===== src/rtl/cap_cmd_if.sv =====
// cap_cmd_if: framed command byte bus from the host command router.
// One byte per valid cycle; last marks the final byte of a frame.
interface cap_cmd_if;
    logic [7:0] data;
    logic       last;
    logic       valid;

    modport master (
        output data,
        output last,
        output valid
    );

    modport slave (
        input data,
        input last,
        input valid
    );
endinterface


===== src/rtl/cap_cmd_decoder.sv =====
// cap_cmd_decoder: validate-then-commit parser for capture-config frames.
// Define CAP_CMD_CHECKSUM_EN to require a trailing mod-256 checksum byte.
module cap_cmd_decoder #(
    parameter int SPEED_W = 24,
    parameter int CH_NUM  = 8,
    parameter int MAX_LEN = 8
) (
    input  logic               i_clk,
    input  logic               i_rst,
    cap_cmd_if.slave           cmd_i,
    input  logic               i_system_run,
    input  logic [7:0]         i_def_chnnel,
    input  logic [SPEED_W-1:0] i_def_speed,
    input  logic               i_def_start,
    input  logic               i_def_trig,
    output logic [7:0]         o_cap_chnnel_num,
    output logic [SPEED_W-1:0] o_cap_speed,
    output logic               o_cap_enable,
    output logic               o_cap_trigger,
    output logic               o_cap_seek,
    output logic               o_cmd_ok,
    output logic               o_cmd_err,
    output logic [2:0]         o_err_code
);

    localparam logic [7:0] CH_MAX  = 8'(CH_NUM);
    localparam logic [7:0] MAX_L   = 8'(MAX_LEN);
    localparam logic [7:0] SPEED_B = 8'(SPEED_W / 8);

    typedef enum logic [2:0] {
        S_IDLE,
        S_LEN,
        S_PAY,
        S_CK,
        S_DRAIN
    } state_e;

    function automatic logic [7:0] req_len(input logic [7:0] t);
        logic [7:0] r;
        r = 8'd0;
        case (t)
            8'd1, 8'd3, 8'd4: r = 8'd1;
            8'd2:             r = SPEED_B;
            default:          r = 8'd0;
        endcase
        return r;
    endfunction

    logic [7:0]         dat_q;
    logic               lst_q;
    logic               vld_q;
    logic [2:0]         run_q;
    logic               run_rise;

    state_e             state_q, state_d, nxt;
    logic [7:0]         type_q, type_d;
    logic [7:0]         len_q, len_d;
    logic [7:0]         cnt_q, cnt_d;
    logic [SPEED_W-1:0] shd_q, shd_d;
    logic [2:0]         pend_q, pend_d;
`ifdef CAP_CMD_CHECKSUM_EN
    logic [7:0]         sum_q, sum_d;
`endif

    logic [2:0]         bad;
    logic               done;
    logic               fin;
    logic [2:0]         fcode;

    logic [7:0]         chan_q;
    logic [SPEED_W-1:0] speed_q;
    logic               en_q;
    logic               trig_q;
    logic               seek_q;
    logic               ok_q;
    logic               err_q;
    logic [2:0]         code_q;

    always_ff @(posedge i_clk or posedge i_rst) begin
        if (i_rst) begin
            dat_q <= '0;
            lst_q <= 1'b0;
            vld_q <= 1'b0;
            run_q <= '0;
        end else begin
            dat_q <= cmd_i.data;
            lst_q <= cmd_i.last;
            vld_q <= cmd_i.valid;
            run_q <= {run_q[1:0], i_system_run};
        end
    end

    assign run_rise = run_q[1] & ~run_q[2];

    always_comb begin
        state_d = state_q;
        type_d  = type_q;
        len_d   = len_q;
        cnt_d   = cnt_q;
        shd_d   = shd_q;
        pend_d  = pend_q;
        nxt     = state_q;
        bad     = 3'd0;
        done    = 1'b0;
        fin     = 1'b0;
        fcode   = 3'd0;
`ifdef CAP_CMD_CHECKSUM_EN
        sum_d   = sum_q;
`endif
        if (vld_q) begin
`ifdef CAP_CMD_CHECKSUM_EN
            sum_d = sum_q + dat_q;
`endif
            unique case (state_q)
                S_IDLE: begin
                    type_d = dat_q;
                    cnt_d  = '0;
                    shd_d  = '0;
`ifdef CAP_CMD_CHECKSUM_EN
                    sum_d  = dat_q;
`endif
                    nxt = S_LEN;
                    if (lst_q)
                        bad = 3'd2;
                    else if (dat_q == 8'd0 || dat_q > 8'd5)
                        bad = 3'd1;
                end
                S_LEN: begin
                    len_d = dat_q;
                    nxt   = S_PAY;
                    if (dat_q > MAX_L || dat_q != req_len(type_q))
                        bad = 3'd2;
                    else if (dat_q == 8'd0) begin
`ifdef CAP_CMD_CHECKSUM_EN
                        nxt = S_CK;
`else
                        done = 1'b1;
`endif
                    end
                end
                S_PAY: begin
                    cnt_d = cnt_q + 8'd1;
                    shd_d = (shd_q << 8) | SPEED_W'(dat_q);
                    if (cnt_d == len_q) begin
                        if (type_q == 8'd1 &&
                            (dat_q == 8'd0 || dat_q > CH_MAX))
                            bad = 3'd5;
`ifdef CAP_CMD_CHECKSUM_EN
                        nxt = S_CK;
`else
                        done = 1'b1;
`endif
                    end
                end
`ifdef CAP_CMD_CHECKSUM_EN
                S_CK: begin
                    done = 1'b1;
                    if (dat_q != sum_q)
                        bad = 3'd3;
                end
`endif
                default: ;
            endcase

            // First error seen is latched in pend_q; DRAIN only waits for last.
            if (state_q == S_DRAIN) begin
                if (lst_q) begin
                    fin     = 1'b1;
                    fcode   = pend_q;
                    state_d = S_IDLE;
                end
            end else if (bad != 3'd0) begin
                if (lst_q) begin
                    fin     = 1'b1;
                    fcode   = bad;
                    state_d = S_IDLE;
                end else begin
                    pend_d  = bad;
                    state_d = S_DRAIN;
                end
            end else if (done) begin
                if (lst_q) begin
                    fin     = 1'b1;
                    state_d = S_IDLE;
                end else begin
                    pend_d  = 3'd2;
                    state_d = S_DRAIN;
                end
            end else if (lst_q) begin
                fin     = 1'b1;
                fcode   = 3'd2;
                state_d = S_IDLE;
            end else begin
                state_d = nxt;
            end
        end
    end

    always_ff @(posedge i_clk or posedge i_rst) begin
        if (i_rst) begin
            state_q <= S_IDLE;
            type_q  <= '0;
            len_q   <= '0;
            cnt_q   <= '0;
            shd_q   <= '0;
            pend_q  <= '0;
`ifdef CAP_CMD_CHECKSUM_EN
            sum_q   <= '0;
`endif
        end else begin
            state_q <= state_d;
            type_q  <= type_d;
            len_q   <= len_d;
            cnt_q   <= cnt_d;
            shd_q   <= shd_d;
            pend_q  <= pend_d;
`ifdef CAP_CMD_CHECKSUM_EN
            sum_q   <= sum_d;
`endif
        end
    end

    always_ff @(posedge i_clk or posedge i_rst) begin
        if (i_rst) begin
            chan_q  <= '0;
            speed_q <= '0;
            en_q    <= 1'b0;
            trig_q  <= 1'b0;
            seek_q  <= 1'b0;
            ok_q    <= 1'b0;
            err_q   <= 1'b0;
            code_q  <= '0;
        end else begin
            ok_q   <= 1'b0;
            err_q  <= 1'b0;
            seek_q <= 1'b0;
            if (run_rise) begin
                chan_q  <= i_def_chnnel;
                speed_q <= i_def_speed;
                en_q    <= i_def_start;
                trig_q  <= i_def_trig;
            end
            // A commit landing on the run edge loses to the defaults.
            if (fin) begin
                if (fcode != 3'd0) begin
                    err_q  <= 1'b1;
                    code_q <= fcode;
                end else if (run_rise) begin
                    err_q  <= 1'b1;
                    code_q <= 3'd4;
                end else begin
                    ok_q <= 1'b1;
                    unique case (type_q)
                        8'd1:    chan_q  <= shd_d[7:0];
                        8'd2:    speed_q <= shd_d;
                        8'd3:    en_q    <= shd_d[0];
                        8'd4:    trig_q  <= shd_d[0];
                        default: seek_q  <= 1'b1;
                    endcase
                end
            end
        end
    end

    assign o_cap_chnnel_num = chan_q;
    assign o_cap_speed      = speed_q;
    assign o_cap_enable     = en_q;
    assign o_cap_trigger    = trig_q;
    assign o_cap_seek       = seek_q;
    assign o_cmd_ok         = ok_q;
    assign o_cmd_err        = err_q;
    assign o_err_code       = code_q;

endmodule


===== src/flat_wrapper.sv =====
// flat-port wrapper written by rule: the top's interface ports become plain ports
module cap_cmd_decoder_flat 
#(
    parameter int SPEED_W = 24,
    parameter int CH_NUM  = 8,
    parameter int MAX_LEN = 8
)
  (i_clk, i_rst, i_system_run, i_def_chnnel, i_def_speed, i_def_start, i_def_trig, o_cap_chnnel_num, o_cap_speed, o_cap_enable, o_cap_trigger, o_cap_seek, o_cmd_ok, o_cmd_err, o_err_code, cmd_i_data, cmd_i_last, cmd_i_valid);
  cap_cmd_if cmd_i_i ();
  input  logic i_clk;
  input  logic i_rst;
  input  logic i_system_run;
  input  logic [7:0] i_def_chnnel;
  input  logic [SPEED_W-1:0] i_def_speed;
  input  logic i_def_start;
  input  logic i_def_trig;
  output logic [7:0] o_cap_chnnel_num;
  output logic [SPEED_W-1:0] o_cap_speed;
  output logic o_cap_enable;
  output logic o_cap_trigger;
  output logic o_cap_seek;
  output logic o_cmd_ok;
  output logic o_cmd_err;
  output logic [2:0] o_err_code;
  input wire logic [$bits(cmd_i_i.data)-1:0] cmd_i_data;
  input wire logic [$bits(cmd_i_i.last)-1:0] cmd_i_last;
  input wire logic [$bits(cmd_i_i.valid)-1:0] cmd_i_valid;
  assign cmd_i_i.data = cmd_i_data;
  assign cmd_i_i.last = cmd_i_last;
  assign cmd_i_i.valid = cmd_i_valid;
  cap_cmd_decoder #(.SPEED_W(SPEED_W), .CH_NUM(CH_NUM), .MAX_LEN(MAX_LEN)) u_core (.i_clk(i_clk), .i_rst(i_rst), .cmd_i(cmd_i_i), .i_system_run(i_system_run), .i_def_chnnel(i_def_chnnel), .i_def_speed(i_def_speed), .i_def_start(i_def_start), .i_def_trig(i_def_trig), .o_cap_chnnel_num(o_cap_chnnel_num), .o_cap_speed(o_cap_speed), .o_cap_enable(o_cap_enable), .o_cap_trigger(o_cap_trigger), .o_cap_seek(o_cap_seek), .o_cmd_ok(o_cmd_ok), .o_cmd_err(o_cmd_err), .o_err_code(o_err_code));
endmodule

===== config.mk =====
export PLATFORM = sky130hd
export DESIGN_NAME = cap_cmd_decoder_flat
export DESIGN_NICKNAME = d
export VERILOG_FILES = /design/src/rtl/cap_cmd_if.sv /design/src/rtl/cap_cmd_decoder.sv /design/src/flat_wrapper.sv
export SDC_FILE = /design/constraint.sdc
export NUM_CORES = 1
export LEC_CHECK = 0
export ABC_AREA = 1
export BUFFER_PORTS_ARGS = -buffer_cell sky130_fd_sc_hd__buf_2
export CAP_MARGIN = 20
export CORE_UTILIZATION = 52
export CTS_BUF_LIST = sky130_fd_sc_hd__clkbuf_16
export DETAILED_ROUTE_END_ITERATION = 7
export PLACE_DENSITY = 0.77
export SLEW_MARGIN = 10
export SYNTH_ARGS = -nofsm -noshare
export SYNTH_HDL_FRONTEND = slang
export SYNTH_SLANG_ARGS = --single-unit

===== constraint.sdc =====
create_clock -name i_clk -period 2.9 [get_ports i_clk]
set_input_delay 0 -clock i_clk [delete_from_list [all_inputs] [get_ports i_clk]]
set_output_delay 0 -clock i_clk [all_outputs]
set_load 0.05 [all_outputs]

==> results of run 1 <==
path summary, 6_finish.rpt:
kind                                             start                              end  slack [ps]
max                        u_core.cnt_q[0]$_DFFE_PP0P_  u_core.o_cap_speed[4]$_DFF_PP0_         340
min                                        i_def_start    u_core.o_cap_enable$_DFF_PP0_          20
max reg2reg                u_core.cnt_q[0]$_DFFE_PP0P_  u_core.o_cap_speed[4]$_DFF_PP0_         340
min reg2reg                  u_core.run_q[0]$_DFF_PP0_        u_core.run_q[1]$_DFF_PP0_         380
max in group asynchronous                        i_rst       u_core.shd_q[12]$_DFF_PP0_        1930
min in group asynchronous                        i_rst        u_core.dat_q[2]$_DFF_PP0_         140
Yosys cell counts, types with 7 or more instances:
cell / n / area [um2]
clkbuf_1: 24 / 90.1
inv_1: 59 / 221
nand3_1: 25 / 125
dfrtp_1: 107 / 2680
buf_6: 7 / 78.8
o21a_1: 29 / 218
nor2_1: 63 / 236
o22ai_1: 22 / 138
o21ai_2: 30 / 263
nand2_1: 238 / 893
a21oi_1: 7 / 35.0
o21ai_0: 62 / 310
through the flow:
step	instance area (um2)	utilization [%]	setup WS [ps]	power, mW	std cells
after floorplan	5590	-	82.8	4.18	715
after global placement	6110	58.9	502	4.64	914
after detailed placement	6110	58.9	387	4.75	914
after CTS	6830	65.8	369	6.09	970
after global routing	6860	66.1	142	6.45	971
final	6860	66.1	343	6.07	971
cell families after synthesis:
kind of cell | Yosys count
adders and majority gates | 1
and+or+nand+nor | 351
AOI/OAI and AO/OA | 163
xor gates and xnor gates | 1
DFF | 107
buffers and inverters | 92
layer usage:
metal  up-vias  wire [um]
li1       2547          -
met1      2517       5830
met2       145       7070
met3        27        680
met4         0        347
met5         -          0
sequential cells by signal, summed over array words and instances, names as in the netlist, 3 cells and up:
signal,count
u_core.cnt_q,8
u_core.dat_q,8
u_core.len_q,8
u_core.o_cap_chnnel_num,8
u_core.o_cap_speed,24
u_core.o_err_code,3
u_core.pend_q,3
u_core.run_q,3
u_core.shd_q,24
u_core.state_q,3
u_core.type_q,8
worst reg2reg max path, delay by kind of cell (launching register included):
kind            cells  cell delay [ps]
compound gates      1              100
xor+xnor            1              150
fa+ha+maj           1              350
buf+inv             1              310
flops               1              430
simple gates        9             1150
area by class of cell:
cell class / count / area, um2 / share of cell area (%)
inverters: 59 / 224 / 3.27
flip-flops and latches: 107 / 2680 / 39.1
multi-input cells: 516 / 2520 / 36.8
repair buffers: 137 / 946 / 13.8
clock inverters: 7 / 92.6 / 1.35
well taps: 136 / 170 / 2.48
clock buffers: 9 / 225 / 3.29
where the power goes:
group	switching, mW	internal (mW)
clock network	0.594	0.696
registers	0.291	1.87
logic	1.84	0.783
total	2.72	3.35
==> results.py, run 1 <==
metrics = {
    "floorplan": {
        "start_util_pct": 53.9,
        "boundaryPins": 87,
        "die_h_um": 106,
        "rows": 37,
        "coreArea_um2": 10400,
        "die-area_um2": 11200,
        "die_w_um": 106,
    },
    "global_route": {
        "use_met1_pct": 33.4,
        "grt_max_degree": 84,
        "grt_pass1_wl_mm": 23.4,
        "top_usage_layer": "met2",
        "use_met2_pct": 45.3,
        "met3_usage_pct": 4.64,
        "track_usage_pct": 26.5,
        "gr-total-overflow": 0,
        "antenna_found_initial": 0,
        "grt_pass1_vias": 5091,
    },
    "critical_path": {
        "worstSetupPathDepth": 13,
        "critPathBufInv": 1,
        "critPathKind": "reg2reg",
        "slowest_stage": "dfrtp_1",
        "critPathMaxStageDelay_ps": 430,
        "crit_family": "simple AND/OR/NAND/NOR gates",
        "cp-start-kind": "flop",
        "critPathMaxFanout": 70,
        "path_cells": "ha_1 -> xnor2_1 -> nand3_1 -> nor2_1 -> nand2_1 -> nor2_1 -> nand4_1 -> nand2_2 -> nand3_2 -> nand3_4 -> buf_12 -> nand2_1 -> o21ai_2",
        "critPathCaptureType": "flop",
        "arrival_ps": 2840,
        "required_ps": 3180,
        "worst_r2r_path_depth": 13,
    },
    "power": {
        "ir_drop_mv": 0.526,
        "power.density_nw_per_um2": 886,
        "p_leak_nw": 3.44,
    },
    "yosys": {
        "ys_ff_latch": 107,
        "ys_seq_area_share_pct": 47.9,
        "synthMuxAreaShare_pct": 0,
        "synth_compound_area_share_pct": 18.7,
        "yosys.area_share.xor_xnor_pct": 0.157,
        "syn_area_per_cell_um2": 7.82,
        "syn_inst": 715,
        "syn_area_um2": 5590,
        "synth_top_family_by_area": "simple AND/OR/NAND/NOR gates",
        "synth-simple-area-share_pct": 25.9,
        "yosys_warnings": 0,
        "synthDistinctLibCells": 33,
        "synth_edf_count": 0,
        "synthAdderAreaFrac_pct": 0.224,
        "syn_nets": 763,
        "async_flop_share_pct": 100,
        "ys.flop_type": "dfrtp_1",
    },
    "clock_tree": {
        "htree_levels": 3,
        "cts_setup_buffers": 0,
        "cts_sinks": 107,
        "clockRootBuffer": "clkbuf_16",
        "clockBufferDepth": 2,
        "clk_latency_ps": 360,
        "cts-resized-gates": 0,
        "cts.clk_slew.worst_paths_ps": 80,
        "cts_tree": "built",
        "cts_buffers": 9,
        "hold_buffers": 40,
    },
    "sta": {
        "slew_headroom_pct": 47.9,
        "tns_ps": 0,
        "rsz0062_at_grt": "no",
        "hold_slack_ps": 16.7,
        "fmax_mhz": 391,
        "period_minus_slack_ps": 2560,
        "worstMarginPinSlew_ps": 779,
        "finalCritPeriodShare_pct": 88.2,
        "final-setup-viol-count": 0,
        "final_hold_viol_count": 0,
        "skew_ps": 14.4,
        "slew_violations": 0,
    },
    "routing": {
        "drt_iter0_drc": 350,
        "ant_nets": 0,
        "routed_wl_mm": 13.9,
        "post_drt_wl_per_cell_um": 14.3,
        "vias_per_cell": 5.39,
        "dr.pass1.iters": 4,
        "post-route-drc-count": 0,
        "vias": 5236,
    },
    "final_layout": {
        "nFillCells": 873,
        "finish.net_count": 878,
        "area_growth_pct": 22.5,
        "diodes": 0,
        "final_cell_mix": "238 x nand2_1, 107 x dfrtp_1, 86 x buf_2",
        "final_common_cell": "nand2_1",
        "final_layout_size_suffix_gt1_share_pct": 18.8,
    },
    "run": {
        "cap_violations": 0,
    },
    "worst_hold_path": {
        "hold_depth": 5,
        "hp-class": "in2reg",
    },
    "placement": {
        "io_buffer_count": 86,
        "dp_hpwl_mm": 9.28,
        "gp_congestion": 0.862,
    },
    "run_status": {
        "outcome": "finished, final reports clean",
    },
}
No activity file was read; power rests on OpenSTA's default activity.
==> inputs of run 2 (changes only) <==
--- a/config.mk
+++ b/config.mk
@@ -8,10 +8,10 @@
 export ABC_AREA = 1
 export BUFFER_PORTS_ARGS = -buffer_cell sky130_fd_sc_hd__buf_2
 export CAP_MARGIN = 20
-export CORE_UTILIZATION = 52
-export CTS_BUF_LIST = sky130_fd_sc_hd__clkbuf_16
+export CORE_UTILIZATION = 53
+export CTS_BUF_LIST = sky130_fd_sc_hd__clkbuf_2
 export DETAILED_ROUTE_END_ITERATION = 7
-export PLACE_DENSITY = 0.77
+export PLACE_DENSITY = 0.78
 export SLEW_MARGIN = 10
 export SYNTH_ARGS = -nofsm -noshare
 export SYNTH_HDL_FRONTEND = slang
==> results.py, run 2 (synthesized netlist as in run 1, its figures left out) <==
metrics = {
    "global_route": {
        "grt_pass1_wl_mm": 23.1,
        "gr-total-overflow": 0,
        "antenna_found_initial": 0,
        "grt_pass1_vias": 5106,
        "track_usage_pct": 26.5,
        "grt_max_degree": 71,
    },
    "critical_path": {
        "r2r-start": "u_core.cnt_q[0]$_DFFE_PP0P_",
        "critPathMaxFanout": 70,
        "r2r_end": "u_core.o_cap_speed[10]$_DFF_PP0_",
        "cp-start-kind": "flop",
        "arrival_ps": 3120,
        "required_ps": 3470,
        "critPathCaptureType": "flop",
        "critPathKind": "reg2reg",
        "worst_r2r_path_depth": 13,
        "reg2reg_setup_slack_ps": 350,
    },
    "routing": {
        "routed_wl_mm": 13.6,
        "ant_nets": 0,
        "post-route-drc-count": 0,
        "drt_iter0_drc": 351,
        "vias_per_cell": 5.33,
        "post_drt_wl_per_cell_um": 13.8,
        "dr.pass1.iters": 5,
        "vias": 5248,
    },
    "final_layout": {
        "area_growth_pct": 21.3,
        "finish.net_count": 891,
        "final_common_cell": "nand2_1",
        "final_cell_count_no_fill": 984,
        "final_cell_mix": "238 x nand2_1, 107 x dfrtp_1, 86 x buf_2",
        "diodes": 0,
        "final_layout_size_suffix_gt1_share_pct": 18.4,
    },
    "floorplan": {
        "coreArea_um2": 10300,
        "die-area_um2": 11000,
        "die_h_um": 105,
        "rows": 37,
        "die_w_um": 105,
        "start_util_pct": 54.4,
        "boundaryPins": 87,
    },
    "run_status": {
        "outcome": "finished, final reports clean",
    },
    "sta": {
        "fmax_mhz": 392,
        "hold_slack_ps": 21.0,
        "final-setup-viol-count": 0,
        "tns_ps": 0,
        "skew_ps": 34.0,
        "slew_violations": 0,
        "rsz0062_at_grt": "no",
        "period_minus_slack_ps": 2550,
        "worstMarginPinSlew_ps": 872,
        "final_hold_viol_count": 0,
        "slew_headroom_pct": 41.8,
        "finalCritPeriodShare_pct": 87.9,
    },
    "clock_tree": {
        "cts_sinks": 107,
        "cts_tree": "built",
        "cts.clk_slew.worst_paths_ps": 300,
        "clockBufferDepth": 2,
        "cts-resized-gates": 0,
        "cts_buffers": 9,
        "clk_latency_ps": 620,
        "clockRootBuffer": "clkbuf_2",
        "htree_levels": 3,
    },
    "placement": {
        "dp_hpwl_mm": 9.24,
        "gp_congestion": 0.873,
        "io_buffer_count": 86,
        "dp.cells": 914,
    },
    "power": {
        "p_leak_nw": 3.41,
        "cellInternalPower_mw": 2.88,
        "pwr-share-clk_pct": 13.2,
        "total_power_mw": 5.52,
        "pwr-share-seq_pct": 39.4,
        "combPwrFrac_pct": 47.4,
        "ir_drop_mv": 0.707,
        "power.density_nw_per_um2": 813,
        "switching_share_pct": 47.9,
        "switching_power_mw": 2.64,
    },
    "worst_hold_path": {
        "hold_end": "u_core.dat_q[5]$_DFF_PP0_",
        "hold_depth": 2,
        "hp-class": "in2reg",
        "min_from": "cmd_i_data[5]",
    },
    "run": {
        "cap_violations": 0,
    },
}
## run 2: timing repair
action                    4_1_cts  5_1_grt
setup buffers                   0        0
hold buffers                   50        4
hold endpoints to repair      109        4
## run 2: worst max-delay path by stage
stage | start | end | depth (start not counted)
after global routing | u_core.cnt_q[0]$_DFFE_PP0P_ | u_core.o_cap_speed[9]$_DFF_PP0_ | 13
after global placement | u_core.cnt_q[0]$_DFFE_PP0P_ | u_core.o_cap_speed[18]$_DFF_PP0_ | 13
after CTS | u_core.cnt_q[0]$_DFFE_PP0P_ | u_core.o_cap_speed[10]$_DFF_PP0_ | 13
after floorplan | i_rst | u_core.cnt_q[0]$_DFFE_PP0P_ | 1
final | u_core.cnt_q[0]$_DFFE_PP0P_ | u_core.o_cap_speed[10]$_DFF_PP0_ | 13
after detailed placement | u_core.cnt_q[0]$_DFFE_PP0P_ | u_core.o_cap_speed[10]$_DFF_PP0_ | 13
## run 2: cell type report
class                      instances  area, um2
fill                             844       3490
sequential                       107       2680
multi-input combinational        516       2520
timing repair buffer             150       1070
inverter                          59        224
tap                              136        170
clock inverter                     6       72.6
clock buffer                      10       50.0
## run 2: power groups by stage
| stage | Sequential [mW] | Clock, mW | Combinational, mW |
|---|---|---|---|
| after floorplan | 2.88 | 0 | 1.30 |
| after global placement | 2.17 | 0 | 2.47 |
| after detailed placement | 2.19 | 0 | 2.55 |
| after CTS | 2.16 | 0.751 | 2.61 |
| after global routing | 2.21 | 0.804 | 2.87 |
| final | 2.17 | 0.731 | 2.61 |
## run 2: per-stage QoR
step	utilization, %	worst slack (ps)	cell area [um2]
global placement	59.6	484	6120
finish	66.0	351	6790
global route	66.0	132	6790
CTS	65.6	348	6750
floorplan	-	82.8	5590
detailed placement	59.6	369	6120
## run 2: routing by layer
layer / GRT usage [%] / up-vias / routed length, um
li1: - / 2577 / -
met5: 0 / - / 0
met1: 33.9 / 2451 / 5950
met3: 5.24 / 45 / 633
met2: 43.2 / 175 / 6520
met4: 12.4 / 0 / 501
## run 2: worst max-delay path, stage by stage, from the launching register on
cell,delay (ps)
dfrtp_1,500
ha_1,360
xnor2_1,150
nand3_1,90
nor2_1,90
nand2_1,50
nor2_1,160
nand4_1,170
nand2_2,130
nand3_2,130
nand3_4,130
buf_12,320
nand2_1,100
o21ai_1,120
